<file path="src/rtl/tlc_pkg.sv">
// Shared types and constants for the two-road traffic-light controller.
package tlc_pkg;

  // Controller phases: all-red before highway, highway green/yellow,
  // all-red before farm, farm green/yellow.
  typedef enum logic [2:0] {
    S_ARH = 3'd0,
    S_HG  = 3'd1,
    S_HY  = 3'd2,
    S_ARF = 3'd3,
    S_FG  = 3'd4,
    S_FY  = 3'd5
  } tlc_state_e;

  // Signal-head encoding shared by both roads.
  localparam logic [1:0] SIG_GREEN  = 2'b00;
  localparam logic [1:0] SIG_YELLOW = 2'b01;
  localparam logic [1:0] SIG_RED    = 2'b10;

  // A farm vehicle may only raise a new request outside the farm all-red and
  // farm-green phases, so a held sensor cannot extend a capped green forever.
  function automatic logic canRequest(input tlc_state_e s);
    return (s == S_ARH) || (s == S_HG) || (s == S_HY) || (s == S_FY);
  endfunction

endpackage

</file>
<file path="src/rtl/tlc_sync.sv">
// Multi-flop synchronizer for a single asynchronous input bit.
module tlc_sync #(
  parameter int unsigned DEPTH = 2
) (
  input  logic clk_i,
  input  logic rst_ni,
  input  logic d_i,
  output logic q_o
);

  if (DEPTH < 2) begin : gBadDepth
    $fatal(1, "tlc_sync: DEPTH must be at least 2");
  end

  logic [DEPTH-1:0] stage_q;

  // Shift the raw input through the flop chain; the last stage is the clean copy.
  always_ff @(posedge clk_i or negedge rst_ni) begin
    if (!rst_ni) begin
      stage_q <= '0;
    end else begin
      stage_q <= {stage_q[DEPTH-2:0], d_i};
    end
  end

  assign q_o = stage_q[DEPTH-1];

endmodule

</file>
<file path="src/rtl/tlc_controller_v2.sv">
// Highway/farm traffic-light controller with per-phase timers, a latched farm
// request and a sensor-extended farm green capped at T_FARM_MAX cycles.
// Optional debug tap enabled by defining TLC_DEBUG_EN.
module tlc_controller_v2
  import tlc_pkg::*;
#(
  parameter int unsigned CNT_W      = 31,
  parameter int unsigned T_ALLRED   = 2,
  parameter int unsigned T_YELLOW   = 3,
  parameter int unsigned T_HWY_MIN  = 8,
  parameter int unsigned T_FARM_MIN = 4,
  parameter int unsigned T_FARM_MAX = 10
) (
  input  logic       Clk,
  input  logic       Rst,
  input  logic       farmSensor,
  output logic [1:0] highwaySignal,
  output logic [1:0] farmSignal,
  output logic       farmWaiting,
  output logic [3:0] dbg
);

  localparam longint unsigned CNT_LIMIT = 64'd1 << CNT_W;

  if (T_ALLRED < 1 || T_YELLOW < 1 || T_HWY_MIN < 1 || T_FARM_MIN < 1 || T_FARM_MAX < 1) begin : gBadDwell
    $fatal(1, "tlc_controller_v2: every dwell parameter must be at least 1");
  end
  if (T_FARM_MIN > T_FARM_MAX) begin : gBadFarm
    $fatal(1, "tlc_controller_v2: T_FARM_MIN must not exceed T_FARM_MAX");
  end
  if (longint'(T_ALLRED) >= CNT_LIMIT || longint'(T_YELLOW) >= CNT_LIMIT ||
      longint'(T_HWY_MIN) >= CNT_LIMIT || longint'(T_FARM_MIN) >= CNT_LIMIT ||
      longint'(T_FARM_MAX) >= CNT_LIMIT) begin : gBadWidth
    $fatal(1, "tlc_controller_v2: a dwell does not fit in CNT_W bits");
  end

  localparam logic [CNT_W-1:0] ALLRED_LAST   = CNT_W'(T_ALLRED - 1);
  localparam logic [CNT_W-1:0] YELLOW_LAST   = CNT_W'(T_YELLOW - 1);
  localparam logic [CNT_W-1:0] HWY_MIN_LAST  = CNT_W'(T_HWY_MIN - 1);
  localparam logic [CNT_W-1:0] FARM_MIN_LAST = CNT_W'(T_FARM_MIN - 1);
  localparam logic [CNT_W-1:0] FARM_MAX_LAST = CNT_W'(T_FARM_MAX - 1);

  tlc_state_e       state_q, state_d;
  logic [CNT_W-1:0] cnt_q, cnt_d;
  logic             farmWaiting_q, farmWaiting_d;
  logic             sensSync;
  logic             cntClear;

  tlc_sync #(.DEPTH(2)) uSensSync (
    .clk_i  (Clk),
    .rst_ni (Rst),
    .d_i    (farmSensor),
    .q_o    (sensSync)
  );

  // Phase sequencing: each phase exits on its timer, highway green also waits for a request.
  always_comb begin
    state_d = state_q;
    case (state_q)
      S_ARH:   if (cnt_q == ALLRED_LAST) state_d = S_HG;
      S_HG:    if (cnt_q >= HWY_MIN_LAST && farmWaiting_q) state_d = S_HY;
      S_HY:    if (cnt_q == YELLOW_LAST) state_d = S_ARF;
      S_ARF:   if (cnt_q == ALLRED_LAST) state_d = S_FG;
      S_FG:    if (cnt_q == FARM_MAX_LAST || (cnt_q >= FARM_MIN_LAST && !sensSync)) state_d = S_FY;
      S_FY:    if (cnt_q == YELLOW_LAST) state_d = S_ARH;
      default: state_d = S_ARH;
    endcase
  end

  // Phase timer restarts on every phase change and parks once highway green has served its minimum.
  always_comb begin
    cntClear = (state_d != state_q);
    if (cntClear) begin
      cnt_d = '0;
    end else if (state_q == S_HG && cnt_q >= HWY_MIN_LAST) begin
      cnt_d = cnt_q;
    end else begin
      cnt_d = cnt_q + CNT_W'(1);
    end
  end

  // Farm request latch: serving the farm (entering farm green) takes priority over a new request.
  always_comb begin
    farmWaiting_d = farmWaiting_q;
    if (state_d == S_FG && state_q != S_FG) begin
      farmWaiting_d = 1'b0;
    end else if (sensSync && canRequest(state_q)) begin
      farmWaiting_d = 1'b1;
    end
  end

  // State, timer and request registers; reset forces the all-red phase at once.
  always_ff @(posedge Clk or negedge Rst) begin
    if (!Rst) begin
      state_q       <= S_ARH;
      cnt_q         <= '0;
      farmWaiting_q <= 1'b0;
    end else begin
      state_q       <= state_d;
      cnt_q         <= cnt_d;
      farmWaiting_q <= farmWaiting_d;
    end
  end

  // Signal heads decode straight from the state so at most one head is ever non-red.
  always_comb begin
    highwaySignal = SIG_RED;
    farmSignal    = SIG_RED;
    case (state_q)
      S_HG:    highwaySignal = SIG_GREEN;
      S_HY:    highwaySignal = SIG_YELLOW;
      S_FG:    farmSignal    = SIG_GREEN;
      S_FY:    farmSignal    = SIG_YELLOW;
      default: ;
    endcase
  end

  assign farmWaiting = farmWaiting_q;

`ifdef TLC_DEBUG_EN
  assign dbg = {cntClear, state_q};
`else
  assign dbg = 4'b0000;
`endif

endmodule
</file>
<file path="config.mk">
export PLATFORM = sky130hd
export DESIGN_NAME = tlc_controller_v2
export DESIGN_NICKNAME = d
export VERILOG_FILES = /design/src/rtl/tlc_pkg.sv /design/src/rtl/tlc_sync.sv /design/src/rtl/tlc_controller_v2.sv
export SDC_FILE = /design/constraint.sdc
export NUM_CORES = 1
export LEC_CHECK = 0
export BUFFER_PORTS_ARGS = -buffer_cell sky130_fd_sc_hd__clkbuf_2
export CORE_MARGIN = 2
export CORE_UTILIZATION = 58
export CTS_CLUSTER_DIAMETER = 50
export CTS_CLUSTER_SIZE = 25
export DETAILED_ROUTE_END_ITERATION = 7
export GPL_TIMING_DRIVEN = 0
export PLACE_DENSITY = 0.78
export SYNTH_ARGS = -nofsm -noshare
export SYNTH_HDL_FRONTEND = slang
export SYNTH_SLANG_ARGS = --single-unit
export TNS_END_PERCENT = 10
</file>
<file path="constraint.sdc">
create_clock -name Clk -period 2.5 [get_ports Clk]
set_input_delay 0.125 -clock Clk [delete_from_list [all_inputs] [get_ports Clk]]
set_output_delay 0.125 -clock Clk [all_outputs]
set_load 0.005 [all_outputs]
</file>
; ---- After elaboration in Yosys (flattened, before gate mapping)
; Index checks and enable logic that the tools add are counted.
[classes]
addsub = 1
magnitude_cmp = 2
n_eq_ne = 12
mux = 13
reduce_logical = 12
[ops]
columns = cell, count
row1 = 31-bit two-way mux, 2
row2 = 31-bit by 1-bit adder with 31-bit output (second input constant), 1
row3 = 31-bit by 1-bit equality test with 1-bit output (second input constant), 1
row4 = 31-bit by 2-bit equality test with 1-bit output (second input constant), 1
row5 = 31-bit by 4-bit equality test with 1-bit output (second input constant), 1
row6 = 31-bit by 2-bit greater-or-equal comparator with 1-bit output (second input constant), 1
row7 = 31-bit by 3-bit greater-or-equal comparator with 1-bit output (second input constant), 1
row8 = 3-bit two-way mux, 6
row9 = 3-bit case mux with 6 select lines, 1
row10 = 3-bit equality test (second input constant), 3
row11 = 2-bit case mux with 2 select lines, 2
row12 = 3-bit by 2-bit equality test with 1-bit output (second input constant), 2
row13 = 1-bit logical AND, 5
row14 = 1-bit logical OR, 4
row15 = 3-bit by 1-bit equality test with 1-bit output (second input constant), 1
row16 = 3-bit logical NOT, 1
row17 = 3-bit inequality test, 1
row18 = 3-bit inequality test (second input constant), 1
row19 = 1-bit two-way mux, 2
row20 = 2-bit inequality test (second input constant), 1
row21 = 2-bit nonzero test, 1
row22 = 1-bit logical NOT, 1
[word_totals]
reg_bits = 37
inputBits = 3
output_inout_bits = 9
word_cells = 44

; ---- Depth between registers and ports, before layout
; Gate-level depths: netlist of the first run.
[logic_depth]
word_depth = 8
mapped_depth = 9
mapped_depth_nobuf = 8

; ---- By module
; From an unflattened synthesis of the first run, not the netlist that was laid out.
[hier_totals]
hier_cells = 255
area_unflattened_um2 = 2376.0
[by_module_without_submodules]
columns = module, instances, cells_each, area_each_um2, seq_area_each_um2
row1 = tlc_controller_v2, 1, 253, 2326.0, 875.8
row2 = tlc_sync, 1, 2, 50.0, 50.0

; ---- Worst setup path after synthesis of the first run
; OpenSTA, ideal clock, no wires.
[synth_timing]
path_kind = reg-to-reg
start = register cnt_q[0]
end = register cnt_q[2]
setup_time_ns = 0.123
arrival_ns = 1.962
t_required_ns = 2.377
setup_slack_ns = 0.415
stages_incl_launch_ff = 10
n_path_buf = 1
synth_period_minus_slack_ns = 2.085
cell_sequence = dfrtp_1 -> inv_1 -> ha_1 -> nor3b_1 -> nand4_1 -> o21ai_0 -> o41ai_2 -> a311oi_4 -> buf_6 -> nor3b_2
[synth_between]
elab_chain_cells = 7
elab_cells_between_ends = 21
cone_classes = add/sub (1) / order compare (2) / eq/ne (5) / mux (9) / reduce/logical (4)
[synth_lines]
columns = element, line_no
row1 = start: declaration, tlc_controller_v2.sv:44  ; logic [CNT_W-1:0] cnt_q, cnt_d;
row2 = start signal: assignment, tlc_controller_v2.sv:100  ; cnt_q <= cnt_d;
row3 = 31-bit by 2-bit greater-or-equal comparator with 1-bit output, tlc_controller_v2.sv:64  ; S_FG: if (cnt_q == FARM_MAX_LAST || (cnt_q >= FARM_MIN_LAST && !sensSync)) state_d = S_FY;
row4 = 1-bit logical AND, tlc_controller_v2.sv:64
row5 = 1-bit logical OR, tlc_controller_v2.sv:64
row6 = 3-bit two-way mux, tlc_controller_v2.sv:64
row7 = 3-bit case mux with 6 select lines, tlc_controller_v2.sv:59  ; case (state_q)
row8 = 3-bit inequality test, tlc_controller_v2.sv:72  ; cntClear = (state_d != state_q);
row9 = 2-bit inequality test (no line) / 31-bit two-way mux (equally long branches), --
; Parallel ways exist; a longest one is shown, timed or not. The select of a mux whose other input is x is not followed.
; A chain may end at the register's enable or synchronous reset.

; ---- Final worst setup path of the first run
[layout_timing]
start = register cnt_q[23]
end = register cnt_q[28]
; The elaborated chain is that of the path after synthesis.

==> results.md, run 1 <==
- # setup viols final: 0
- Global route overflow: 0
- WP data required: 2.67 ns
- Worst Tran Pin Value: 0.933 ns
- Core Region: 3970 um^2
- Peak supply drop: 0.000317 V
- Nets@finish: 282
- Clock Path Buffers: 2
- WL/cell: 14.8 um
- Synth top cells by count: dfrtp_1, nand2_1, nor2_1, xor2_1, nor3_1
- Later-pin clock latency in the skew report: 0.29 ns
- Share of cells above drive strength 1: 0.210
- Vias after detailed routing: 1858
- Setup crit end: cnt_q[28]
- DIE HEIGHT: 68.1 um
- CP bufs+invs: 2
- Routed WL: 4810 um
- Initial Utilization: 0.600
- Run status: complete, no violations
- Post-Synthesis Cells: 257
- Detail Route Antenna Nets: 0
- Cell Chain, Critical Path: nor4_2, and4_1, buf_4, and4_1, o41ai_2, a311oi_4, buf_6, nor3b_2
- Die width: 68.1 um
- Predominant post-synthesis flop cell: dfrtp_1
- Count leader, synth: dfrtp_1
- Ports: 12
- #FFs+latches synth: 37
- First-pass GRT wire length: 7910 um
- Int Pwr: 1210 uW
- MaxCap Viol Count: 0
- Max transition margin: 0.378
- Final count of hold timing violations: 0
- FILL cells: 331
- Tot GR Track Use: 0.227
- CTS tree: yes
- Critical Path Sink Type: flop
- CTS Sinks: 37
- Critical path's largest stage delay: 0.43 ns
- Clock skew: 0.0116 ns
- Worst-case reg-to-reg path depth: 8
- Rows: 23
- Setup TNS Final: 0 ns
- Max-slew violation count: 0
- Worst-path fanout max: 10
- Area leader, netlist: dfrtp_1
- Share of total power in the clock network: 0.217
- Antenna cells: 0
- Sequential element share of the synthesized area: 0.388
- PwrDens: 760 nW/um^2
- Drt first pass iters: 4
- RR Startpoint: cnt_q[23]
- Seq pwr share: 0.341
- Fmax: 0.420 GHz
- Syn Area/Cell: 9.27 um^2
- Type of origin of the critical path: flop
- Crit-path leading delay family: simple AND/OR/NAND/NOR gates
- Top cells by area, synth: dfrtp_1, xor2_1, nand2_1, nor2_1, nor3b_2
- Root Driver: clkbuf_8
- Clock buffer count from CTS: 5
- Highest-delay cell along the critical path: dfrtp_1
- DRC Markers: 0
- Number of global-route vias before repair: 1658
- Reg2Reg Setup Slack: 0.12 ns
- WS Path Type: reg -> reg
- Data arrival time of the critical path: 2.55 ns
- Post-synth cell types: 47
- Post-synth ARST share: 1.00
- Crit path launch: cnt_q[23]
- Hold Path Class: reg -> reg
- Initial antenna violation count: 0
- Net Sw Power: 794 uW
- Post-DP Area: 2490 um^2
- I/O Buffers: 7
- Largest net degree at the start of global routing: 38
- Unrepaired setup endpoints after global routing: false
- Reg clk slew, reported paths: 0.08 ns
- Comb power frac: 0.442
- Htree depth: 2
- Levels on crit path: 8
- Post-synth design cell area: 2380 um^2
- Most Frequent Cell on Critical Path: and4_1
- Hold depth: 0
- Pleak: 0.00121 uW
- Area delta synth->final: 10.4%
- GP Congestion: 0.807
- R2r endpoint: cnt_q[28]
- Die area: 4640 um^2
- Switch share: 0.397
- Crit share post-route: 0.952
- Placed wire-length estimate after detailed placement: 3440 um
- Final Cell Area: 2630 um^2
- DR vias/cell: 5.70
- Post-synth top area share: 0.388
- Crit path time final: 2.38 ns
- Setup bufs post-CTS: 0
- Ys Warns: 0
- Post-synth EDFFs: 0
- Starting DRT DRC Count: 137
[cell type report]
type | instances | area, um^2 | share of cell area
well taps | 50 | 62.6 | 0.0238
inverters | 11 | 41.3 | 0.0157
multi-input cells | 194 | 1340 | 0.508
flip-flops and latches | 37 | 926 | 0.352
repair buffers | 9 | 55.1 | 0.0209
plain buffers | 18 | 120 | 0.0456
clock inverters | 1 | 7.51 | 0.00285
clock buffers | 6 | 82.6 | 0.0314
[power by group through the flow]
stage          clock network (uW)  logic (uW)  registers [uW]
6_report                      434         884             682
5_1_grt                       464         983             688
4_1_cts                       440         881             682
3_5_place_dp                    0         876             694
3_3_place_gp                    0         867             689
2_1_floorplan                   0         688             682
[cells in the final DEF (no fill, tap or decap), types with 3 or more instances in the layout]
master and instances:
dfrtp_1 37, nand2_1 34, nor2_1 30, xor2_1 20, nor3_1 12, inv_1 11
nand3_1 10, xnor2_1 10, nor3b_2 9, buf_2 8, nand4_1 8, clkbuf_2 8
and3_1 7, nor4_2 6, clkbuf_8 6, buf_4 5, and4_1 4, o21ai_0 4
conb_1 4, nor3b_1 3, buf_6 3, ha_1 3
[flip-flops by register name, summed over array words and instances, names as in the netlist]
name and count:
cnt_q 31, farmWaiting 1, state_q 3, uSensSync.stage_q 2
[per-stage QoR]
step | setup slack (ns) | total power, uW | instances | hold slack [ns] | util
after CTS | 0.0401 | 2000 | 326 | 0.363 | 0.655
final | 0.121 | 2000 | 326 | 0.355 | 0.663
after detailed placement | 0.0502 | 1570 | 317 | 0.235 | 0.628
after global placement | 0.0357 | 1560 | 317 | 0.233 | 0.628
after floorplan | 0.415 | 1370 | 260 | -0.171 | -
after global routing | 0.0381 | 2130 | 326 | 0.361 | 0.663
[how the worst min path moves through the flow]
stage	slack, ns	to	startpoint
floorplan	-0.17	cnt_q[0]	Rst
detailed placement	0.24	uSensSync.stage_q[0]	farmSensor
global placement	0.23	uSensSync.stage_q[0]	farmSensor
finish	0.36	uSensSync.stage_q[1]	uSensSync.stage_q[0]
global route	0.36	uSensSync.stage_q[1]	uSensSync.stage_q[0]
CTS	0.36	uSensSync.stage_q[1]	uSensSync.stage_q[0]
[per-layer routing]
layer  part of all wire  track usage  wire length, um  vias up
li1                   -            -                -      918
met1               0.46        0.309             2220      906
met2               0.50        0.370             2400       31
met3              0.034       0.0493              166        3
met4             0.0039       0.0525               19        0
met5                  0            0                0        -
[cell families (layout without fill, tap and decap cells)]
| family | count (synthesis) | in the layout | share of synthesized area |
|---|---|---|---|
| and+or+nand+nor | 136 | 136 | 0.338 |
| DFF | 37 | 37 | 0.388 |
| xor gates and xnor gates | 30 | 30 | 0.110 |
| buffers and inverters | 29 | 45 | 0.0672 |
| AOI/OAI and AO/OA | 20 | 20 | 0.0751 |
| adders and majority gates | 3 | 3 | 0.0157 |
| other | 1 | 4 | 0.00157 |
| muxes | 1 | 1 | 0.00420 |
[timing repair]
item | in CTS | in global routing
gates resized for setup | 0 | 7
setup endpoints to repair | 0 | 30
hold buffers | 2 | 0
hold endpoints to repair | 19 | 0
Power figures use the tool's default switching activity.
==> run 2: changes to the inputs <==
==> constraint.sdc (replaced) <==
create_clock -name Clk -period 2.2 [get_ports Clk]
set_input_delay 0.11 -clock Clk [delete_from_list [all_inputs] [get_ports Clk]]
set_output_delay 0.11 -clock Clk [all_outputs]
set_load 0.005 [all_outputs]
==> run 2 against run 1 <==
The run now ends with setup timing left. Global-route usage increased by 0.97 points. Clock-buffer cell count unchanged. Worst hold slack improved by 0.0030 ns. Cell area increased by 10%. Clock skew decreased by 0.0011 ns. Utilization increased by 6.9 points. Largest power group unchanged. Largest cell class unchanged. Fmax increased by 4.6%. Critical endpoint is now cnt_q[24]. Worst setup slack got worse by 0.19 ns. Final cell count increased by 4.6%.
==> results.md, run 2 (synthesis gave the netlist of run 1 again) <==
- Critical path's largest stage delay: 0.46 ns
- I/O Buffers: 7
- Detail Route Antenna Nets: 0
- Worst-case reg-to-reg path depth: 9
- WHS: 0.358 ns
- Crit-path leading delay family: compound AO/OA/AOI/OAI gates
- Hold depth: 0
- Largest regs: cnt_q: 31 flops, state_q: 3 flops, uSensSync.stage_q: 2 flops
- CP bufs+invs: 2
- Data arrival time of the critical path: 2.49 ns
- Routed WL: 5500 um
- Max-slew violation count: 0
- Share of cells above drive strength 1: 0.302
- GP Congestion: 0.807
- Initial antenna violation count: 0
- WP data required: 2.41 ns
- Number of global-route vias before repair: 1755
- Final Instance Count excl. Fillers: 341
- Global route overflow: 0
- Clock Path Buffers: 2
- Htree depth: 2
- PwrDens: 889 nW/um^2
- Pre-CTS setup slack: -0.250 ns
- Post-DP Area: 2490 um^2
- Setup WS post-layout: -0.0738 ns
- Max reg flops: 31
- First-pass GRT wire length: 8270 um
- Clock skew: 0.0104 ns
- Rows: 23
- Initial Utilization: 0.600
- DIE HEIGHT: 68.1 um
- Ports: 12
- Hold Path Class: reg -> reg
- WS Path Type: reg -> reg
- R2r endpoint: cnt_q[24]
- DP Cell Count: 317
- Die width: 68.1 um
- Run status: complete, but fails checks
- Unrepaired setup endpoints after global routing: true
- Root Driver: clkbuf_8
- Final Cell Area: 2910 um^2
- Tot GR Track Use: 0.237
- Reg2Reg Setup Slack: -0.07 ns
- Most common cell after layout, fill and taps aside: nand2_1
- Fmax: 0.440 GHz
- Core Region: 3970 um^2
- Antenna cells: 0
- Later-pin clock latency in the skew report: 0.29 ns
- Reg with most FFs: cnt_q
- Worst-path fanout max: 10
- WL/cell: 16.1 um
- Critical Path Sink Type: flop
- Pleak: 0.00134 uW
- Clock buffer count from CTS: 5
- MaxCap Viol Count: 0
- Nets@finish: 297
- Area delta synth->final: 21.9%
- RR Startpoint: cnt_q[0]
- Final count of hold timing violations: 0
- Die area: 4640 um^2
- Peak supply drop: 0.000448 V
- DRC Markers: 0
- Failing checks: setup timing
- Largest net degree at the start of global routing: 38
- Crit share post-route: 1.03
- Crit path time final: 2.27 ns
- Worst Hold Endpoint: uSensSync.stage_q[1]
- Cell Chain, Critical Path: ha_1, a21o_1, a21oi_4, a311oi_2, o41ai_4, a311oi_4, buf_6, buf_8, nor3b_2
- Type of origin of the critical path: flop
- Starting DRT DRC Count: 206
- CTS Sinks: 37
- Max transition margin: 0.368
- CTS tree: yes
- HP Start: uSensSync.stage_q[0]
- Drt first pass iters: 4
- Reg clk slew, reported paths: 0.07 ns
- Util after Layout: 0.732
- # setup viols final: 23
- Vias after detailed routing: 1970
- DR vias/cell: 5.78
- Highest-delay cell along the critical path: dfrtp_2
- Placed wire-length estimate after detailed placement: 3440 um
- Most frequent cells in the layout: nand2_1, dfrtp_1, nor2_1, xor2_1, buf_4
- Worst Tran Pin Value: 0.948 ns
[run 2: cell types whose count changed in the layout (fill, tap and decap cells not counted), moves of 2 or more]
cell	before	now
dfrtp_2	0	7
buf_6	3	5
buf_2	8	5
dfrtp_1	37	30
nor4_4	2	7
buf_4	5	18
nor4_2	6	1
buf_8	0	2
[run 2: timing repair]
item / CTS / global route
hold buffers: 2 / 0
gates resized for setup: 16 / 25
setup endpoints to repair: 31 / 31
endpoints found under the hold margin: 38 / 0
pin swaps: 2 / 10
buffers inserted: 8 / 7
cloned: 0 / 1
[run 2: report_power, final]
part           switching, uW  internal, uW
combinational            734           581
sequential              50.1           732
clock                    240           248
[run 2: metrics by stage]
step / power, uW / setup TNS [ns]
after floorplan: 1560 / 0
after global placement: 1770 / -7.11
after detailed placement: 1780 / -6.53
after CTS: 2360 / 0
after global routing: 2710 / -3.90
final: 2580 / -0.842
[run 2: routing by layer]
layer  global-route usage  vias up  wire [um]
met5                    0        -          0
met4               0.0600        0         72
met3               0.0526       12        225
met2                0.396       53       2750
met1                0.311      954       2460
li1                     -      951          -
[run 2: worst max path at each step]
stage / from / end / slack, ns / cells after the start
detailed placement: cnt_q[0] / cnt_q[23] / -0.25 / 9
CTS: cnt_q[16] / cnt_q[28] / 0.001 / 9
global placement: cnt_q[0] / cnt_q[2] / -0.26 / 9
finish: cnt_q[0] / cnt_q[24] / -0.07 / 9
global route: cnt_q[4] / cnt_q[24] / -0.19 / 9
floorplan: cnt_q[0] / cnt_q[2] / 0.12 / 9
[run 2: area by class of cell]
class	instances	area, um^2
tap	50	62.6
multi-input combinational	194	1440
clock inverter	1	7.51
timing repair buffer	24	189
fill	270	1060
inverter	11	41.3
clock buffer	6	82.6
sequential	37	935
buffer	18	149
==> run 3: changes to the inputs <==
--- a/config.mk
+++ b/config.mk
@@ -5,6 +5,7 @@
 export SDC_FILE = /design/constraint.sdc
 export NUM_CORES = 1
 export LEC_CHECK = 0
+export ABC_AREA = 1
 export BUFFER_PORTS_ARGS = -buffer_cell sky130_fd_sc_hd__clkbuf_2
 export CORE_MARGIN = 2
 export CORE_UTILIZATION = 58
==> run 3 against run 2 <==
The run now ends clean. Clock skew is 0.0017 ns lower. Highest routed layer unchanged. Clock power is 8.8% higher. Largest cell class unchanged. Utilization is 5.6 points lower. Via count is 4.5% higher. Sequential cell count stayed put. Combinational power is 37% lower.
==> results.md, run 3 <==
- Run status: complete, no violations
- Reg2Reg Setup Slack: 0.14 ns
- Max reg flops: 31
- Type of origin of the critical path: flop
- Placed wire-length estimate after detailed placement: 3570 um
- CTS Sinks: 37
- Most common cell after layout, fill and taps aside: nand2_1
- Unrepaired setup endpoints after global routing: true
- Post-synth ARST share: 1.00
- Root Driver: clkbuf_8
- Starting DRT DRC Count: 138
- Largest net degree at the start of global routing: 38
- RR Startpoint: cnt_q[10]
- Fraction of synthesized area in multiplexers: 0
- WP data required: 2.39 ns
- Reg with most FFs: cnt_q
- Area delta synth->final: 10.3%
- Metal3 WL: 182 um
- Data arrival time of the critical path: 2.25 ns
- WS Path Type: reg -> reg
- Number of global-route vias before repair: 1978
- Clock skew: 0.00872 ns
- Routed WL: 4960 um
- Post-synth design cell area: 2490 um^2
- Final Cell Area: 2740 um^2
- Peak supply drop: 0.000403 V
- Adder-Cell Fraction of Synth Area: 0.0151
- Clock Path Buffers: 2
- HP Start: uSensSync.stage_q[0]
- Most frequent cells in the layout: nand2_1, nor2_1, inv_1, nor2_2, dfrtp_1
- Crit path time final: 2.06 ns
- MaxCap Viol Count: 0
- Post-synth EDFFs: 0
- Largest family of logic cells by synthesized area: simple AND/OR/NAND/NOR gates
- Setup bufs post-CTS: 0
- Tot Pwr: 2130 uW
- Rows: 23
- Worst-case reg-to-reg path depth: 11
- R2r endpoint: cnt_q[13]
- Hold depth: 0
- Synth Area in Compound Gates: 0.0292
- Area leader, netlist: dfrtp_1
- Die area: 4830 um^2
- Highest routed layer: met4
- Clock buffer count from CTS: 5
- Antenna cells: 0
- Syn Area/Cell: 7.27 um^2
- Reg clk slew, reported paths: 0.08 ns
- Vias after detailed routing: 2059
- #FFs+latches synth: 37
- Final count of hold timing violations: 0
- Simple-gate share of the synthesized area: 0.398
- Post-DP Area: 2590 um^2
- Htree depth: 2
- PwrDens: 776 nW/um^2
- Routed met2 length: 2430 um
- Ports: 12
- Post-synth cell types: 28
- Largest regs: cnt_q: 31 flops, state_q: 3 flops, uSensSync.stage_q: 2 flops
- FILL cells: 344
- Worst Hold Endpoint: uSensSync.stage_q[1]
- # setup viols final: 0
- Post-synth top area share: 0.372
- DRC Markers: 0
- Critical Path Sink Type: flop
- Top cells by area, synth: dfrtp_1, nand2_1, nor2_1, nor2_2, xor2_1
- Max-slew violation count: 0
- Crit share post-route: 0.938
- Detail Route Antenna Nets: 0
- Max transition margin: 0.395
- DR vias/cell: 5.00
- Fmax: 0.484 GHz
- GP Congestion: 0.915
- Later-pin clock latency in the skew report: 0.30 ns
- Die width: 69.5 um
- Synth top cells by count: nand2_1, nor2_1, dfrtp_1, inv_1, nor2_2
- First-pass GRT wire length: 8690 um
- Pleak: 0.00135 uW
- Tot GR Track Use: 0.226
- Drt first pass iters: 4
- Sequential element share of the synthesized area: 0.372
- Ys Warns: 0
- Global route overflow: 0
- Initial antenna violation count: 0
- Count leader, synth: nand2_1
- Worst Tran Pin Value: 0.908 ns
- WL/cell: 12.0 um
- I/O Buffers: 7
- DIE HEIGHT: 69.5 um
- CTS tree: yes
- Post-Synthesis Cells: 342
- DRT met1 WL: 2270 um
- XOR/XNOR share of the synthesized area: 0.0916
- Core Region: 4060 um^2
- Nets@finish: 367
- Hold Path Class: reg -> reg
- Initial Utilization: 0.613
- Worst-path fanout max: 10
- Predominant post-synthesis flop cell: dfrtp_1
- Share of cells above drive strength 1: 0.218
==> run 3: changes by cell type after synthesis, sizes merged, moves of 3 or more <==
| cell | change |
|---|---|
| nor2 | +61 |
| nand2 | +53 |
| inv | +27 |
| nor3b | -12 |
| nand3 | +10 |
| nor4 | -9 |
| and3 | -7 |
| xnor2 | -7 |
| buf | -6 |
| and4 | -4 |
| nor3 | -4 |
| xor2 | +3 |
==> run 3: report_power, final <==
part / internal [uW] / leakage, uW / switching, uW
clock network: 283 / 0.0000542 / 248
logic: 280 / 0.000799 / 550
registers: 722 / 0.000497 / 46.5
==> run 3: worst max-delay path by stage <==
stage / startpoint / endpoint / cells after the start / slack, ns
3_3_place_gp: cnt_q[1] / cnt_q[30] / 12 / 0.13
5_1_grt: cnt_q[1] / cnt_q[30] / 12 / -0.02
2_1_floorplan: cnt_q[1] / cnt_q[30] / 12 / 0.42
4_1_cts: cnt_q[1] / cnt_q[30] / 12 / 0.08
6_report: cnt_q[10] / cnt_q[13] / 11 / 0.14
3_5_place_dp: cnt_q[1] / cnt_q[30] / 12 / 0.11
==> run 3: routing by layer <==
metal / global-route usage / vias to the layer above
met5: 0 / -
met2: 0.389 / 33
met4: 0.0937 / 0
li1: - / 1077
met1: 0.273 / 942
met3: 0.0509 / 7
==> run 3: per-stage QoR <==
step           setup slack [ns]  setup TNS (ns)  utilization  instances  hold WS [ns]
3_3_place_gp              0.132               0        0.640        402         0.219
3_5_place_dp              0.106               0        0.640        402         0.228
5_1_grt                 -0.0220         -0.0400        0.676        412         0.371
4_1_cts                  0.0820               0        0.669        412         0.367
6_report                  0.135               0        0.676        412         0.363
2_1_floorplan             0.423               0            -        345        -0.186
==> run 3: kinds of logic after synthesis <==
logic type      count (synthesis)
compound gates                 11
xor+xnor                       26
simple gates                  215
buf+inv                        49
flops                          37
other cells                     1
fa+ha+maj                       3
==> run 3: critical path: stages, from the launching register on <==
cell	delay, ns
dfrtp_1	0.44
nor2_1	0.13
nand2_1	0.13
nor2_1	0.19
nand2_1	0.08
nor2_1	0.13
nand2_2	0.08
nand2_2	0.14
buf_2	0.29
nand2_1	0.09
xor2_1	0.19
nor2_2	0.06
==> run 3: layout make-up <==
type	count	area, um^2	share of cell area
well taps	50	62.6	0.0228
clock buffers	7	96.3	0.0351
flip-flops and latches	37	930	0.339
repair buffers	9	55.1	0.0201
multi-input cells	259	1360	0.497
inverters	39	146	0.0534
plain buffers	10	83.8	0.0306
clock inverters	1	5.00	0.00182
==> run 3: timing repair <==
action	4_1_cts	5_1_grt
hold buffers	2	0
hold endpoints to repair	38	0
resized for setup	0	9
setup endpoints to repair	0	30
